===== src/rtl/montacarga_planta_if.sv =====
// Plant-side bundle between the elevator controller and the shaft model:
// the motor command going down and the limit switches / status coming back.
interface montacarga_planta_if #(
    parameter int POS_W = 6
);
    logic [1:0]       MOTOR;
    logic             FC1;
    logic             FC2;
    logic             FC3;
    logic [POS_W-1:0] POS;
    logic             MOVING;
    logic             FAULT;
    logic [1:0]       FAULT_CODE;

    modport master (
        output MOTOR,
        input  FC1, FC2, FC3, POS, MOVING, FAULT, FAULT_CODE
    );

    modport slave (
        input  MOTOR,
        output FC1, FC2, FC3, POS, MOVING, FAULT, FAULT_CODE
    );
endinterface


===== src/rtl/montacarga_planta.sv =====
// Freight-elevator shaft model: integrates car position from the MOTOR command,
// decodes floor limit switches and latches illegal-command / overtravel faults.
module montacarga_planta #(
    parameter int TICKS_PER_STEP  = 50000,
    parameter int STEPS_PER_FLOOR = 16,
    parameter int POS_W           = 6,
    parameter int INIT_POS        = 0
) (
    input  logic                  CLK,
    input  logic                  RESET_N,
    montacarga_planta_if.slave    bus
);

    localparam int PRE_W = (TICKS_PER_STEP > 1) ? $clog2(TICKS_PER_STEP) : 1;

    localparam logic [PRE_W-1:0] PRE_ZERO = {PRE_W{1'b0}};
    localparam logic [PRE_W-1:0] PRE_ONE  = PRE_W'(1);
    localparam logic [PRE_W-1:0] PRE_LAST = PRE_W'(TICKS_PER_STEP - 1);

    localparam logic [POS_W-1:0] POS_ONE  = POS_W'(1);
    localparam logic [POS_W-1:0] POS_FL1  = {POS_W{1'b0}};
    localparam logic [POS_W-1:0] POS_FL2  = POS_W'(STEPS_PER_FLOOR);
    localparam logic [POS_W-1:0] POS_FL3  = POS_W'(2 * STEPS_PER_FLOOR);
    localparam logic [POS_W-1:0] POS_INIT = POS_W'(INIT_POS);

    localparam logic [1:0] MOT_STOP = 2'b00;
    localparam logic [1:0] MOT_UP   = 2'b01;
    localparam logic [1:0] MOT_DN   = 2'b10;
    localparam logic [1:0] MOT_ILL  = 2'b11;

    localparam logic [1:0] CODE_NONE = 2'b00;
    localparam logic [1:0] CODE_ILL  = 2'b01;
    localparam logic [1:0] CODE_OVT  = 2'b10;
    localparam logic [1:0] CODE_REV  = 2'b11;

    typedef enum logic [1:0] {
        ST_IDLE = 2'b00,
        ST_UP   = 2'b01,
        ST_DOWN = 2'b10,
        ST_FLT  = 2'b11
    } state_t;

    state_t           state_q,  state_d;
    logic [PRE_W-1:0] presc_q,  presc_d;
    logic [POS_W-1:0] pos_q,    pos_d;
    logic             moving_q, moving_d;
    logic             fault_q,  fault_d;
    logic [1:0]       code_q,   code_d;

    logic             step_due_s;
    logic [POS_W-1:0] pos_inc_s;
    logic [POS_W-1:0] pos_dec_s;

    assign step_due_s = (presc_q == PRE_LAST);
    assign pos_inc_s  = pos_q + POS_ONE;
    assign pos_dec_s  = pos_q - POS_ONE;

    // Next-state, prescaler and position update; fault causes checked in priority order.
    always_comb begin
        state_d = state_q;
        presc_d = presc_q;
        pos_d   = pos_q;
        code_d  = code_q;

        case (state_q)
            ST_IDLE: begin
                presc_d = PRE_ZERO;
                if (bus.MOTOR == MOT_ILL) begin
                    state_d = ST_FLT;
                    code_d  = CODE_ILL;
                end else if (bus.MOTOR == MOT_UP) begin
                    state_d = ST_UP;
                end else if (bus.MOTOR == MOT_DN) begin
                    state_d = ST_DOWN;
                end else begin
                    state_d = ST_IDLE;
                end
            end

            ST_UP: begin
                if (bus.MOTOR == MOT_ILL) begin
                    state_d = ST_FLT;
                    code_d  = CODE_ILL;
                    presc_d = PRE_ZERO;
                end else if (bus.MOTOR == MOT_DN) begin
                    state_d = ST_FLT;
                    code_d  = CODE_REV;
                    presc_d = PRE_ZERO;
                end else if (bus.MOTOR == MOT_STOP) begin
                    state_d = ST_IDLE;
                    presc_d = PRE_ZERO;
                end else if (step_due_s) begin
                    presc_d = PRE_ZERO;
                    if (pos_q == POS_FL3) begin
                        state_d = ST_FLT;
                        code_d  = CODE_OVT;
                    end else begin
                        pos_d = pos_inc_s;
                    end
                end else begin
                    presc_d = presc_q + PRE_ONE;
                end
            end

            ST_DOWN: begin
                if (bus.MOTOR == MOT_ILL) begin
                    state_d = ST_FLT;
                    code_d  = CODE_ILL;
                    presc_d = PRE_ZERO;
                end else if (bus.MOTOR == MOT_UP) begin
                    state_d = ST_FLT;
                    code_d  = CODE_REV;
                    presc_d = PRE_ZERO;
                end else if (bus.MOTOR == MOT_STOP) begin
                    state_d = ST_IDLE;
                    presc_d = PRE_ZERO;
                end else if (step_due_s) begin
                    presc_d = PRE_ZERO;
                    if (pos_q == POS_FL1) begin
                        state_d = ST_FLT;
                        code_d  = CODE_OVT;
                    end else begin
                        pos_d = pos_dec_s;
                    end
                end else begin
                    presc_d = presc_q + PRE_ONE;
                end
            end

            ST_FLT: begin
                // Latched until reset; the motor command is deliberately ignored.
                presc_d = PRE_ZERO;
            end

            default: begin
                state_d = ST_FLT;
                code_d  = CODE_ILL;
                presc_d = PRE_ZERO;
            end
        endcase

        moving_d = (state_d == ST_UP) || (state_d == ST_DOWN);
        fault_d  = (state_d == ST_FLT);
    end

    // State and registered outputs with synchronous active-low reset.
    always_ff @(posedge CLK) begin
        if (!RESET_N) begin
            state_q  <= ST_IDLE;
            presc_q  <= PRE_ZERO;
            pos_q    <= POS_INIT;
            moving_q <= 1'b0;
            fault_q  <= 1'b0;
            code_q   <= CODE_NONE;
        end else begin
            state_q  <= state_d;
            presc_q  <= presc_d;
            pos_q    <= pos_d;
            moving_q <= moving_d;
            fault_q  <= fault_d;
            code_q   <= code_d;
        end
    end

    assign bus.POS        = pos_q;
    assign bus.MOVING     = moving_q;
    assign bus.FAULT      = fault_q;
    assign bus.FAULT_CODE = code_q;
    assign bus.FC1        = (pos_q == POS_FL1);
    assign bus.FC2        = (pos_q == POS_FL2);
    assign bus.FC3        = (pos_q == POS_FL3);

endmodule


===== src/flat_wrapper.sv =====
// flat-port wrapper written by rule: the top's interface ports become plain ports
module montacarga_planta_flat 
#(
    parameter int TICKS_PER_STEP  = 50000,
    parameter int STEPS_PER_FLOOR = 16,
    parameter int POS_W           = 6,
    parameter int INIT_POS        = 0
)
  (CLK, RESET_N, bus_MOTOR, bus_FC1, bus_FC2, bus_FC3, bus_POS, bus_MOVING, bus_FAULT, bus_FAULT_CODE);
  montacarga_planta_if #(.POS_W(POS_W)) bus_i ();
  input  logic CLK;
  input  logic RESET_N;
  input wire logic [$bits(bus_i.MOTOR)-1:0] bus_MOTOR;
  output wire logic [$bits(bus_i.FC1)-1:0] bus_FC1;
  output wire logic [$bits(bus_i.FC2)-1:0] bus_FC2;
  output wire logic [$bits(bus_i.FC3)-1:0] bus_FC3;
  output wire logic [$bits(bus_i.POS)-1:0] bus_POS;
  output wire logic [$bits(bus_i.MOVING)-1:0] bus_MOVING;
  output wire logic [$bits(bus_i.FAULT)-1:0] bus_FAULT;
  output wire logic [$bits(bus_i.FAULT_CODE)-1:0] bus_FAULT_CODE;
  assign bus_i.MOTOR = bus_MOTOR;
  assign bus_FC1 = bus_i.FC1;
  assign bus_FC2 = bus_i.FC2;
  assign bus_FC3 = bus_i.FC3;
  assign bus_POS = bus_i.POS;
  assign bus_MOVING = bus_i.MOVING;
  assign bus_FAULT = bus_i.FAULT;
  assign bus_FAULT_CODE = bus_i.FAULT_CODE;
  montacarga_planta #(.TICKS_PER_STEP(TICKS_PER_STEP), .STEPS_PER_FLOOR(STEPS_PER_FLOOR), .POS_W(POS_W), .INIT_POS(INIT_POS)) u_core (.CLK(CLK), .RESET_N(RESET_N), .bus(bus_i));
endmodule

===== config.mk =====
export PLATFORM = sky130hd
export DESIGN_NAME = montacarga_planta_flat
export DESIGN_NICKNAME = d
export VERILOG_FILES = /design/src/rtl/montacarga_planta_if.sv /design/src/rtl/montacarga_planta.sv /design/src/flat_wrapper.sv
export SDC_FILE = /design/constraint.sdc
export NUM_CORES = 1
export LEC_CHECK = 0
export BUFFER_PORTS_ARGS = -buffer_cell sky130_fd_sc_hd__buf_2
export CORE_MARGIN = 4
export CORE_UTILIZATION = 40
export CTS_CLUSTER_DIAMETER = 150
export CTS_CLUSTER_SIZE = 30
export DETAILED_ROUTE_END_ITERATION = 10
export GPL_TIMING_DRIVEN = 0
export MAX_ROUTING_LAYER = met4
export PLACE_DENSITY_LB_ADDON = 0.08
export SETUP_SLACK_MARGIN = 0.2
export SLEW_MARGIN = 10
export SYNTH_ARGS = -nofsm -noshare
export SYNTH_HDL_FRONTEND = slang
export SYNTH_SLANG_ARGS = --single-unit

===== constraint.sdc =====
create_clock -name CLK -period 2.2 [get_ports CLK]
set_clock_uncertainty 0.15 [all_clocks]
set_input_delay 0 -clock CLK [delete_from_list [all_inputs] [get_ports CLK]]
set_output_delay 0 -clock CLK [all_outputs]
set_load 0.01 [all_outputs]

==> flow_summary.ini, run 1 <==
[synthesis]
synthTopCellsByArea = dfxtp_1 (35%), ha_1 (7.8%), nor2_1 (5.4%)
syn_nets = 204
syn_inst = 189
synth-async-reset-ratio_pct = 0
synth_area_per_cell_um2 = 8.474
ys.flop_type = dfxtp_1
seq_area_frac_synth_pct = 35.00
synth_top_area_share_pct = 35.00
yosysTopAreaCell = dfxtp_1
synth_area_mm2 = 0.001602
synth-edff-count = 0
ys_ff_latch = 28
synthDistinctLibCells = 40
yosysWarningCount = 0

[floorplanning]
die_h_um = 71.28
rows = 22
initial_core_util_pct = 42.47
fp.dieW_um = 71.28
ios = 17
coreArea_mm2 = 0.003771
dieArea_mm2 = 0.005080

[timing]
min_period_over_period_pct = 107.8
tightest_slew_ns = 0.4546
min_period_ns = 2.373
drv_slew = 0
holdWs_ns = 0.05863
hold_viol = 0
rsz0062_at_grt = yes
report.final.setup_viol = 7
fmax_ghz = 0.4215
postLayoutSetupSlackWorst_ns = -0.1726
relSlewSlack_pct = 69.69

[critical_path]
r2r_cells = 6
cp.arrival_ns = 2.43
critPathKind = reg -> reg
r2r_start = u_core.presc_q[4]
rr_endpoint = u_core.bus.POS[4]
required_ns = 2.26
critPathLaunchType = register
r2r_slack_ns = -0.17
critical_path.max_fanout = 4
worst_setup_path_end_kind = register

[routing]
vias = 1420
antenna_left = 0
drt-pass1-iter-count = 4
wl_um = 3572
viasPerCell = 5.399
drt-wirelength-per-cell_um = 13.58
drc = 0
drt_iter0_markers = 37

[outcome]
outcome = finished, violations left
violations = setup timing

[final_layout]
layout_common_cells = nor2_1 (22), dfxtp_1 (19), buf_2 (14)
diodes = 0
fillers = 360
fin_util_pct = 53.92
syn2layout_area_growth_pct = 26.95
nNetsFinal = 231
layout.cells.most_common = nor2_1
drive_gt1_share_pct = 26.98

[placed_design]
io_buffer_count = 14
place_ws_ns = -0.3027
dp_hpwl_um = 2498
place.gp.congestion = 0.7668

[grt]
grt_start_max_net_pins = 17
grt_pass1_vias = 1352
grt-ovfl-total = 0
antenna_found_initial = 0
grt_use_total_pct = 14.56
grt_pass1_wl_um = 5947

[clock_tree]
cts_tree = yes
htreeDepth = 1
clk_pin_slew_ns = 0.10
clk_latency_ns = 0.27
cts_buffer_depth = 2
clk_root_buffer_cell = clkbuf_8
cts_made_buffers = 3
cts.sinks = 28

[min_path]
min_path_type = in -> reg
hp-start = bus_MOTOR[1]
holdPathStages = 4
hold_path_end = u_core.bus.FAULT_CODE[1]

[power]
power_density_mw_per_mm2 = 563.6
leakage_uw = 0.0007827
worst_ir_drop_vdd_mv = 0.3882

[flow_run]
max-cap-violations = 0
## report_power, final
group	internal, µW	total, µW	switching (µW)
combinational	89.4	204	114
sequential	523	537	13.6
clock	244	405	162
total	856	1150	290
## layout make-up
cell class | count | area (µm²) | share of cell area (%)
Timing Repair Buffer | 22 | 140.1 | 6.892
Inverter | 11 | 41.29 | 2.031
Sequential cell | 28 | 574.3 | 28.25
Clock buffer | 3 | 41.29 | 2.031
Buffer | 6 | 42.54 | 2.092
Tap cell | 48 | 60.06 | 2.954
Clock inverter | 1 | 30.03 | 1.477
Multi-Input combinational cell | 144 | 1104 | 54.28
## critical path, cell delays in order, from the launching register on
cell	delay (ns)
dfxtp_4	0.35
or4_4	0.53
or4_4	0.43
a211o_1	0.25
buf_6	0.13
or3b_4	0.36
a21oi_2	0.11
## metal layers
| metal | up-vias | global-route usage, % | wire length [µm] |
|---|---|---|---|
| met5 | - | - | 0 |
| met2 | 24 | 24.80 | 1760 |
| met1 | 666 | 17.65 | 1636 |
| li1 | 724 | - | - |
| met4 | 0 | 3.967 | 42 |
| met3 | 6 | 2.525 | 132 |
## worst max-delay path by stage
stage	slack [ns]	endpoint	start	cells past startpoint
2_1_floorplan	-0.07	u_core.bus.POS[4]	u_core.presc_q[5]	6
3_3_place_gp	-0.24	u_core.bus.MOVING	u_core.presc_q[4]	7
3_5_place_dp	-0.30	u_core.bus.MOVING	u_core.presc_q[4]	7
4_1_cts	-0.15	u_core.bus.MOVING	u_core.presc_q[4]	7
5_1_grt	-0.24	u_core.bus.POS[4]	u_core.presc_q[4]	6
6_report	-0.17	u_core.bus.POS[4]	u_core.presc_q[4]	6
## sequential cells by signal (all words and copies together) (netlist names), named ones only
register	cells
u_core.bus.FAULT_CODE	2
u_core.state_q	1
u_core.bus.MOVING	1
u_core.presc_q	16
u_core.bus.FAULT	1
u_core.bus.POS	6
## per-stage QoR
step,setup TNS (ns),total power (µW),instances,cell area [µm²]
3_5_place_dp,-3.070,720.1,251,1747
6_report,-0.6138,1146,263,2033
3_3_place_gp,-2.131,714.1,251,1747
4_1_cts,-0.4247,1144,259,1962
2_1_floorplan,-0.09551,675.4,189,1617
5_1_grt,-1.545,1203,263,2033
## Yosys cell counts (2+ instances only)
| cell | instances |
|---|---|
| a22o_1 | 3 |
| o21ai_0 | 9 |
| or4_1 | 2 |
| a21oi_1 | 5 |
| and2_1 | 3 |
| and4_1 | 3 |
| mux2i_1 | 4 |
| inv_1 | 11 |
| nand3_1 | 5 |
| o2111ai_1 | 2 |
| xor2_1 | 7 |
| a211oi_1 | 3 |
| xnor2_1 | 6 |
| nand2b_1 | 2 |
| nor4_1 | 4 |
| nor3_1 | 10 |
| nor2b_1 | 7 |
| and3_1 | 2 |
| nor2_1 | 23 |
| a221oi_1 | 2 |
| or3_1 | 5 |
| clkbuf_1 | 5 |
| nand2_1 | 9 |
| ha_1 | 10 |
| dfxtp_1 | 28 |
| o21a_1 | 2 |
| nand4_1 | 4 |
## timing repair
item                                    4_1_cts  5_1_grt
pin swaps                                     5        6
endpoints found under the setup margin       28       28
hold buffers                                  1        0
gates resized for setup                      27       11
endpoints found under the hold margin         4        0
buffers inserted                              3        4
## logic make-up (layout without fill, tap and decap cells)
kind of cell	count (synthesis)	count (layout)	share of synthesized area (%)
DFF	28	28	35.00
muxes	4	4	2.500
adders and majority gates	11	11	9.063
buffers and inverters	17	43	4.453
AOI/OAI and AO/OA	30	30	12.58
and+or+nand+nor	86	86	29.30
xor gates and xnor gates	13	13	7.109
Power figures use the tool's default switching activity.
==> run 2: changes to the inputs <==
--- a/config.mk
+++ b/config.mk
@@ -14,6 +14,7 @@
 export GPL_TIMING_DRIVEN = 0
 export MAX_ROUTING_LAYER = met4
 export PLACE_DENSITY_LB_ADDON = 0.08
+export RECOVER_POWER = 50
 export SETUP_SLACK_MARGIN = 0.2
 export SLEW_MARGIN = 10
 export SYNTH_ARGS = -nofsm -noshare
==> run 2 against run 1 <==
The run still ends with setup timing left. Sequential cell count unchanged. Combinational power is 2% lower. Setup slack got worse by 0.00088 ns. Critical path depth did not move. Clock power hardly changed. Cell count did not move.
==> flow_summary.ini, run 2 (same netlist as run 1, synthesis figures left out) <==
[timing]
report.final.setup_viol = 7
rsz0062_at_grt = yes
fmax_ghz = 0.4213
drv_slew = 0
relSlewSlack_pct = 69.62
hold_viol = 0
postLayoutSetupSlackWorst_ns = -0.1735
min_period_ns = 2.374
min_period_over_period_pct = 107.9
tightest_slew_ns = 0.4557

[clock_tree]
cts_tree = yes
htreeDepth = 1
cts_made_buffers = 3
cts_buffer_depth = 2
clk_pin_slew_ns = 0.10
clk_latency_ns = 0.27
cts.sinks = 28
clk_root_buffer_cell = clkbuf_8

[power]
worst_ir_drop_vdd_mv = 0.3874
power_density_mw_per_mm2 = 564.8
total_power_uw = 1142
leakage_uw = 0.0007445

[critical_path]
critPathKind = reg -> reg
cp.arrival_ns = 2.43
r2r_slack_ns = -0.17
critPathLaunchType = register
crit_top_cell = or4_4
worst_setup_path_end_kind = register
slowest_stage = or4_4
critPathLaunch = u_core.presc_q[4]
required_ns = 2.26
r2r_cells = 6
path_cells = or4_4 -> or4_4 -> a211o_1 -> buf_6 -> or3b_4 -> a21oi_2
slowest_delay_ns = 0.53
critical_path.max_fanout = 4
rr_endpoint = u_core.bus.POS[4]
r2r_start = u_core.presc_q[4]

[grt]
antenna_found_initial = 0
grt_pass1_vias = 1352
grt_start_max_net_pins = 17
grt-ovfl-total = 0
grt_pass1_wl_um = 5947
grt_use_total_pct = 14.56

[min_path]
min_path_type = in -> reg
hold_path_end = u_core.bus.FAULT_CODE[1]
holdPathStages = 4
hp-start = bus_MOTOR[1]

[floorplanning]
initial_core_util_pct = 42.47
fp.dieW_um = 71.28
coreArea_mm2 = 0.003771
dieArea_mm2 = 0.005080
ios = 17
die_h_um = 71.28
rows = 22

[placed_design]
place_ws_ns = -0.3027
dp_hpwl_um = 2498
place.gp.congestion = 0.7668
io_buffer_count = 14

[outcome]
outcome = finished, violations left
violations = setup timing

[routing]
drc = 0
vias = 1423
viasPerCell = 5.411
drt_iter0_markers = 42
drt-pass1-iter-count = 4
antenna_left = 0
wl_um = 3567
drt-wirelength-per-cell_um = 13.56

[final_layout]
largest_reg_flops = 16
layout.cells.most_common = nor2_1
fillers = 364
regMostFlops = u_core.presc_q
syn2layout_area_growth_pct = 26.25
nNetsFinal = 231
drive_gt1_share_pct = 22.79
diodes = 0
layout_common_cells = nor2_1 (22), dfxtp_1 (19), inv_1 (11), clkbuf_1 (11), nor3_1 (10)

[flow_run]
max-cap-violations = 0
[run 2: changes by cell type in the layout (fill, tap and decap cells not counted)]
cell,change
clkbuf_1,+9
buf_2,-9
[run 2: through the flow]
stage               cells  TNS (ns)  util (%)  area (µm²)  hold WS (ns)
finish                263   -0.6182     53.62        2022       0.05959
global route          263    -1.545     53.62        2022       0.09312
CTS                   259   -0.4247     52.02        1962       0.02207
detailed placement    251    -3.070     46.32        1747        0.2572
global placement      251    -2.131     46.32        1747        0.2477
floorplan             189  -0.09551         -        1617       0.07565
[run 2: cell type report]
class                      count  area [µm²]  area share (%)
multi-input combinational    144        1104           54.58
sequential                    28       574.3           28.40
timing repair buffer          22       128.9           6.374
tap                           48       60.06           2.970
buffer                         6       42.54           2.104
clock buffer                   3       41.29           2.042
inverter                      11       41.29           2.042
clock inverter                 1       30.03           1.485
[run 2: critical path, delay by kind of cell (launching register included)]
| kind | cells | cell delay [ns] |
|---|---|---|
| AND/OR/NAND/NOR | 3 | 1.32 |
| AO/OA/AOI/OAI | 2 | 0.36 |
| flip-flops | 1 | 0.35 |
| buffers and inverters | 1 | 0.13 |
[run 2: what timing repair did]
| action | in CTS | in global routing |
|---|---|---|
| hold endpoints to repair | 4 | 0 |
| endpoints found under the setup margin | 28 | 28 |
| setup buffers | 3 | 4 |
| hold buffers | 1 | 0 |
| pin swaps | 5 | 6 |
| resized for setup | 27 | 11 |
[run 2: worst max-delay path by stage]
stage / cells after the start / endpoint
2_1_floorplan: 6 / u_core.bus.POS[4]
6_report: 6 / u_core.bus.POS[4]
5_1_grt: 6 / u_core.bus.POS[4]
3_5_place_dp: 7 / u_core.bus.MOVING
4_1_cts: 7 / u_core.bus.MOVING
3_3_place_gp: 7 / u_core.bus.MOVING
[run 2: routing by layer]
metal	GRT usage (%)	vias up	share of wire, %
li1	-	725	-
met1	17.65	668	46
met2	24.80	24	50
met3	2.525	6	3.7
met4	3.967	0	1.2
met5	-	-	0
[run 2: power breakdown]
| part | switching [µW] | leakage (µW) | internal (µW) |
|---|---|---|---|
| sequential | 13.8 | 0.000231 | 523 |
| clock | 161 | 0.0000357 | 244 |
| combinational | 114 | 0.000478 | 86.4 |
| total | 289 | 0.000744 | 853 |
